`src/rtl/jump_table_loader.sv`:
```
// Writable branch-target/constant table, loaded at boot from a little-endian byte
// stream (two bytes per entry) and read combinationally by the fetch/PC logic.
module jump_table_loader #(
    parameter int unsigned D       = 12,
    parameter int unsigned N       = 32,
    parameter int unsigned HALT_PC = 511
) (
    input  logic         clk,
    input  logic         reset_n,
    input  logic         start,
    input  logic         in_valid,
    output logic         in_ready,
    input  logic [7:0]   in_data,
    input  logic [4:0]   rd_addr,
    output logic [D-1:0] rd_target,
    output logic [5:0]   count,
    output logic         done,
    output logic         err
);

    localparam int unsigned AW = 5;
    localparam int unsigned CW = 6;

    typedef enum logic [1:0] {
        IDLE = 2'd0,
        LO   = 2'd1,
        HI   = 2'd2,
        DONE = 2'd3
    } state_t;

    state_t         state;
    logic [AW-1:0]  wptr;
    logic [7:0]     lo_reg;
    logic [D-1:0]   tbl [N];
    logic           xfer_c;

    // in_ready is registered alongside state, so a transfer never depends on in_valid timing
    assign xfer_c    = in_valid && in_ready;
    assign rd_target = tbl[rd_addr];

    always_ff @(posedge clk or negedge reset_n) begin
        if (!reset_n) begin
            state    <= IDLE;
            wptr     <= '0;
            lo_reg   <= '0;
            count    <= '0;
            done     <= 1'b0;
            err      <= 1'b0;
            in_ready <= 1'b0;
            for (int i = 0; i < int'(N); i++) begin
                tbl[i] <= (i == int'(N) - 1) ? D'(HALT_PC) : '0;
            end
        end else if (start) begin
            // start wins over any same-cycle byte; a pending LO byte is simply forgotten
            state    <= LO;
            wptr     <= '0;
            count    <= '0;
            err      <= 1'b0;
            done     <= 1'b0;
            in_ready <= 1'b1;
        end else begin
            case (state)
                IDLE: begin
                    in_ready <= 1'b0;
                end
                LO: begin
                    if (xfer_c) begin
                        lo_reg <= in_data;
                        state  <= HI;
                    end
                end
                HI: begin
                    if (xfer_c) begin
                        tbl[wptr] <= D'({in_data[3:0], lo_reg});
                        if (in_data[7:4] != 4'd0) begin
                            err <= 1'b1;
                        end
                        count <= count + CW'(1);
                        if (wptr == AW'(N - 1)) begin
                            state    <= DONE;
                            done     <= 1'b1;
                            in_ready <= 1'b0;
                        end else begin
                            wptr  <= wptr + AW'(1);
                            state <= LO;
                        end
                    end
                end
                DONE: begin
                    in_ready <= 1'b0;
                    done     <= 1'b1;
                end
                default: begin
                    state    <= IDLE;
                    in_ready <= 1'b0;
                end
            endcase
        end
    end

endmodule

```
`config.mk`:
```
export PLATFORM = sky130hd
export DESIGN_NAME = jump_table_loader
export DESIGN_NICKNAME = d
export VERILOG_FILES = /design/src/rtl/jump_table_loader.sv
export SDC_FILE = /design/constraint.sdc
export NUM_CORES = 1
export LEC_CHECK = 0
export BUFFER_PORTS_ARGS = -buffer_cell sky130_fd_sc_hd__clkbuf_2
export CAP_MARGIN = 25
export CORE_MARGIN = 1
export CORE_UTILIZATION = 57
export CTS_CLUSTER_SIZE = 24
export DETAILED_ROUTE_END_ITERATION = 7
export PLACE_DENSITY = 0.76
export RECOVER_POWER = 100
export SLEW_MARGIN = 20
export SYNTH_ARGS = -nofsm -noshare
export SYNTH_HDL_FRONTEND = slang
export SYNTH_SLANG_ARGS = --single-unit
```
`constraint.sdc`:
```
create_clock -name clk -period 2.36 [get_ports clk]
set_input_delay 0.59 -clock clk [delete_from_list [all_inputs] [get_ports clk]]
set_output_delay 0.59 -clock clk [all_outputs]
set_load 0.02 [all_outputs]
```
* Yosys cells after proc, flatten, opt, wreduce, memory -nomap -nowiden
Index checks and enable logic that the tools add are counted.
** Cells by class
- Eq/ne operators :: 8
- Reduce and logical (&&, ||, !) cells :: 19
- $add $sub $neg :: 2
- Muxes and demuxes :: 30
- Shift operators :: 0
- Bitwise operators :: 3
- $mul :: 0
- Div/mod/pow operators :: 0
- Order comparisons :: 3
** Operators with widths (count)
- $bwmux 384 :: 1
- $bmux 12 s5 :: 1
- $demux 12 s5 :: 1
- $mux 12 :: 3
- $reduce_and 3->1 :: 7
- $mux 5 :: 4
- $mux 6 :: 3
- $ge 6x6->1 const B :: 2
- $not 5->6 :: 2
- $mux 1 :: 10
- $ne 3x3->1 const B :: 3
- $reduce_bool 3->1 :: 3
- $mux 2 :: 4
- $add 6x1->6 const B :: 1
- $lt 6x1->1 const B :: 1
- $reduce_bool 2->1 :: 3
- $add 5x1->5 const B :: 1
- $eq 5x5->1 const B :: 1
- $eq 2x2->1 const B :: 2
- $pmux 1 s2 :: 2
- $pmux 2 s2 :: 1
- $reduce_bool 4->1 :: 1
- $eq 2x1->1 const B :: 1
- $logic_and 1x1->1 :: 2
- other kinds (5) :: 5
** Word-level totals
- Memory bits (read-only) :: 0
- Memory bits (writable) :: 0
- Register bits after elaboration :: 408
- Output and inout port bits :: 21
- Input bits :: 17
- Memories :: 0
- Bits in latches :: 0

* Depth between registers and ports, before layout
- Depth after elaboration :: 6
- Gate-level depth with buffers :: 8
- Depth with buffers taken out :: 7

* Worst setup path after synthesis
No wires, ideal clock.
- Kind :: input -> output
- From :: input rd_addr[1]
- To :: output rd_target[10]
- Stages on the path :: 8
- Buffers on the path :: 4
- Path slack :: -0.198 ns
- Data required time :: 1.770 ns
- Data arrival time :: 1.968 ns
- Path through :: clkbuf_1 -> buf_4 -> buf_2 -> buf_2 -> mux2i_1 -> nand2_1 -> a31oi_1 -> nand3_1
** On the way
- Word-level cells in the longest chain between the ends :: 4
** RTL lines
- start, declared :: RTL line 14 : input logic [4:0] rd_addr,
- $not 5->6 (implied by the code) :: RTL line 39 : assign rd_target = tbl[rd_addr];
- $bmux 12 s5 :: RTL line 39
- $mux 12 (implied by the code) (2 in series) :: RTL line 39
- end, declared :: RTL line 15 : output logic [D-1:0] rd_target,
No other way between the ends. The select of a mux whose other input is x is not followed.

* Worst setup path after layout
- From :: input rd_addr[2]
- To :: output rd_target[1]
Same word-level chain as after synthesis.

==> out/results.md <==
| Group | Metric | Value |
|:---|:---|:---|
| job | MaxCap Viol Count | 0 |
| finish | Growth of design area from synthesis to finish | 20.2% |
| detailed routing | Wirelength, routed | 48.9 mm |
| grt | Wire length of the first global-routing pass | 75.5 mm |
| grt | Number of antenna violations at the first check in global routing | 0 |
| detailed routing | Number of remaining DRC errors | 0 |
| timing | Final setup violation count | 114 |
| grt | Maximum number of pins on one net before global-route repair | 64 |
| detailed routing | Detail Route met3 WL | 2.05 mm |
| setup path | CP Launch Type | input pin |
| timing | Number of hold violations in the final report | 0 |
| logic synthesis | Top post-synthesis cells by area | dfrtp_1, mux2_2, mux2i_1, a22oi_1, dfstp_2 |
| finish | Total area of multi-input combinational cells | 8620 µm² |
| logic synthesis | Top cell type's share of synthesized area | 0.523 |
| min path | Depth of the worst hold-timing path | 2 |
| logic synthesis | Async S/R FF share, synth | 1.00 |
| logic synthesis | Mapped Cells | 1415 |
| grt | GRT Overall Usage | 0.294 |
| run status | Violations in the final reports | negative setup slack |
| clock network | Number of levels in the clock H-tree | 2 |
| placed design | DPL Wire Length | 30.0 mm |
| logic synthesis | Number of distinct library cells after synthesis | 39 |
| detailed routing | 1st-pass router iterations | 7 |
| detailed routing | Detail Route Antenna Nets | 0 |
| setup path | R2r setup slk | -0.09 ns |
| clock network | Number of CTS-inserted buffers | 42 |
| logic synthesis | Cell with the most instances after synthesis | dfrtp_1 |
| logic synthesis | Syn Nets | 1440 |
| setup path | Crit path max fanout | 5 |
| detailed routing | Wire per inst | 24.3 µm |
| detailed routing | Highest routed metal layer | met4 |
| floorplanning | Die Span Y | 185 µm |
| setup path | Worst setup EP type | output pin |
| grt | Remaining global-route overflow | 0 |
| detailed routing | Length of routed wiring on met1 | 20.9 mm |
| logic synthesis | Dominant synthesized flop cell | dfrtp_1 |
| finish | Fill count | 2173 |
| finish | FF+latch area | 10200 µm² |
| setup path | Category of the critical setup timing path | input pin to output pin |
| pwr | Gate power share | 0.128 |
| timing | Max-slew violation total from the final report | 0 |
| pwr | Clock network fraction of design power | 0.416 |
| logic synthesis | Yosys warning count | 0 |
| timing | Clock period minus final worst setup slack | 2.70 ns |
| placed design | Final weighted congestion in routability-driven placement | 0.824 |
| run status | Status | finished with violations |
| floorplanning | Placeable core area | 32700 µm² |
| logic synthesis | Post-synth design cell area | 19100 µm² |
| floorplanning | Die Outline Area | 34200 µm² |
| floorplanning | Boundary pin count | 38 |
| logic synthesis | Sequential share of the synthesized area | 0.536 |
| clock network | Root cell of the clock tree | clkbuf_16 |
| pwr | Reported leakage power | 11.6 nW |
| min path | Worst hold-check path type | input pin to flop |
| floorplanning | Std cell rows | 66 |
| clock network | Clock tree sinks | 408 |
| placed design | Setup Slack @ Placement | -0.604 ns |
| setup path | Data arrival, critical path | 2.11 ns |
| logic synthesis | Ranking of synthesized cells by instance count | dfrtp_1, mux2_2, mux2i_1 |
| detailed routing | Routed length on met2 | 24.0 mm |
| pwr | Int Pwr | 12.1 mW |
| clock network | Clock network latency to the later pin of the worst-skew pair | 0.54 ns |
| floorplanning | Effective utilization at floorplan | 0.584 |
| grt | Via count of the first global-routing pass | 13000 |
| timing | RSZ-0062 raised after global routing | true |
| setup path | Required time of the critical path | 1.77 ns |
| timing | Worst Setup Slack, final | -0.337 ns |
| setup path | Destination of the worst register-to-register timing path | tbl[121] |
| pwr | Switching power summed over all nets | 4.33 mW |
| clock network | TritonCTS clock tree | built |
| pwr | Maximum ir drop on the vdd rail | 0.681 mV |
| finish | Max reg flops | 384 |
| min path | Worst hold path startpoint | start |
| finish | Share of layout cells above drive strength 1 | 0.464 |
| setup path | Launch instance of the worst register-to-register path | state[0] |
| pwr | Power per Cell Area | 714 nW/µm² |
| pwr | Portion of total power attributed to sequential cells | 0.456 |
| floorplanning | Die Span X | 185 µm |
| detailed routing | Initial drt markers | 774 |
| detailed routing | Vias per Instance | 6.17 |
| timing | Relative slew margins | 0.144 |
| finish | Net count of the finished layout | 1564 |
| finish | Post-Route Utilization | 0.702 |
| finish | Antenna diode count | 0 |
| placed design | I/O Buffers | 37 |
| timing | Transition time at the pin with the least slew margin | 1.28 ns |
| detailed routing | Vias | 12400 |
| setup path | FF-to-FF path depth | 8 |
| clock network | Bufs on Longest Clock Path | 3 |
| clock network | Clock-pin slew on the worst setup and hold paths | 0.06 ns |
| logic synthesis | Cell type with the highest aggregate area in the netlist | dfrtp_1 |
| min path | Hold-critical path endpoint | wptr[2] |
| timing | Share of the clock period used by the worst path after layout | 1.14 |
| pwr | Switching Fraction | 0.264 |
| logic synthesis | Number of flops mapped to enable cells by yosys | 0 |
| timing | Maximum clock rate | 371 MHz |
| logic synthesis | Post-synthesis average cell area | 13.5 µm² |
| logic synthesis | Number of storage elements in the synthesis netlist | 408 |
| timing | Worst Clk Skew | 0.0178 ns |
[layer usage]
layer | global-route usage | vias to the layer above
li1 | - | 5397
met1 | 0.386 | 6592
met2 | 0.491 | 314
met3 | 0.0427 | 110
met4 | 0.123 | 0
met5 | 0 | -
[critical path: stages]
cell and delay [ns]:
clkbuf_16 0.13, buf_6 0.11, nor2_4 0.13, buf_12 0.14
buf_12 0.11, buf_6 0.10, a22o_4 0.13, nor3_4 0.04
a31oi_1 0.23, buf_4 0.19, nand3_4 0.06, buf_8 0.13
[worst max-delay path by stage]
stage	cells after the start	startpoint	end	slack (ns)
floorplan	7	rd_addr[1]	rd_target[0]	0.003
global placement	10	rd_addr[2]	rd_target[2]	-0.57
detailed placement	10	rd_addr[2]	rd_target[2]	-0.60
CTS	8	tbl[293]	rd_target[5]	-0.32
global route	12	rd_addr[2]	rd_target[10]	-0.36
finish	12	rd_addr[2]	rd_target[1]	-0.34
[cell usage in the layout, fill, tap and decap left out, drive strengths merged, types with 14 or more instances in the layout]
cell type  instances
mux2i            192
a21oi             29
nand2             56
clkbuf           107
nand3             31
buf              164
dfrtp            399
nand4             14
nor3              14
a22o              24
nor2              16
a22oi             48
mux2             392
[kinds of logic (layout without fill, tap and decap cells)]
kind of cell / Yosys count / in the layout / synth area share
AND/OR/NAND/NOR: 159 / 159 / 0.0418
adder cells (fa/ha/maj): 8 / 8 / 0.00525
AO/OA/AOI/OAI: 119 / 119 / 0.0437
buffers and inverters: 129 / 285 / 0.0380
flip-flops: 408 / 408 / 0.536
XOR/XNOR: 8 / 8 / 0.00367
multiplexers: 584 / 584 / 0.332
[power groups by stage]
stage               Combinational (mW)  Sequential, mW  Clock, mW
floorplan                         1.03            7.40          0
global placement                  1.81            7.57          0
detailed placement                1.84            7.59          0
CTS                               2.04            7.47       6.92
global route                      2.21            7.50       7.21
finish                            2.10            7.47       6.81
[final cells by class]
class	count	share of cell area
Sequential cell	408	0.446
Multi-Input combinational cell	878	0.376
Timing Repair Buffer	205	0.0913
Clock buffer	67	0.0575
Tap cell	442	0.0241
Clock inverter	9	0.00534
Inverter	4	0.000654
[per-stage QoR]
step	hold slack (ns)	power (mW)	setup TNS (ns)	area, µm²	std cells
2_1_floorplan	0.294	8.43	0	19200	1415
4_1_cts	0.296	16.4	-3.33	22800	2003
6_report	0.304	16.4	-6.53	22900	2013
3_3_place_gp	0.486	9.38	-5.44	20500	1908
5_1_grt	0.292	16.9	-21.22	22900	2013
3_5_place_dp	0.492	9.43	-5.55	20500	1908
[what timing repair did]
item / in CTS / in global routing
setup endpoints to repair: 12 / 24
cloned: 9 / 2
gates resized for setup: 90 / 44
hold endpoints to repair: 36 / 0
setup buffers: 12 / 9
hold buffers: 1 / 0
pin swaps: 37 / 13
Note: power is estimated with default switching activity, not from simulation.
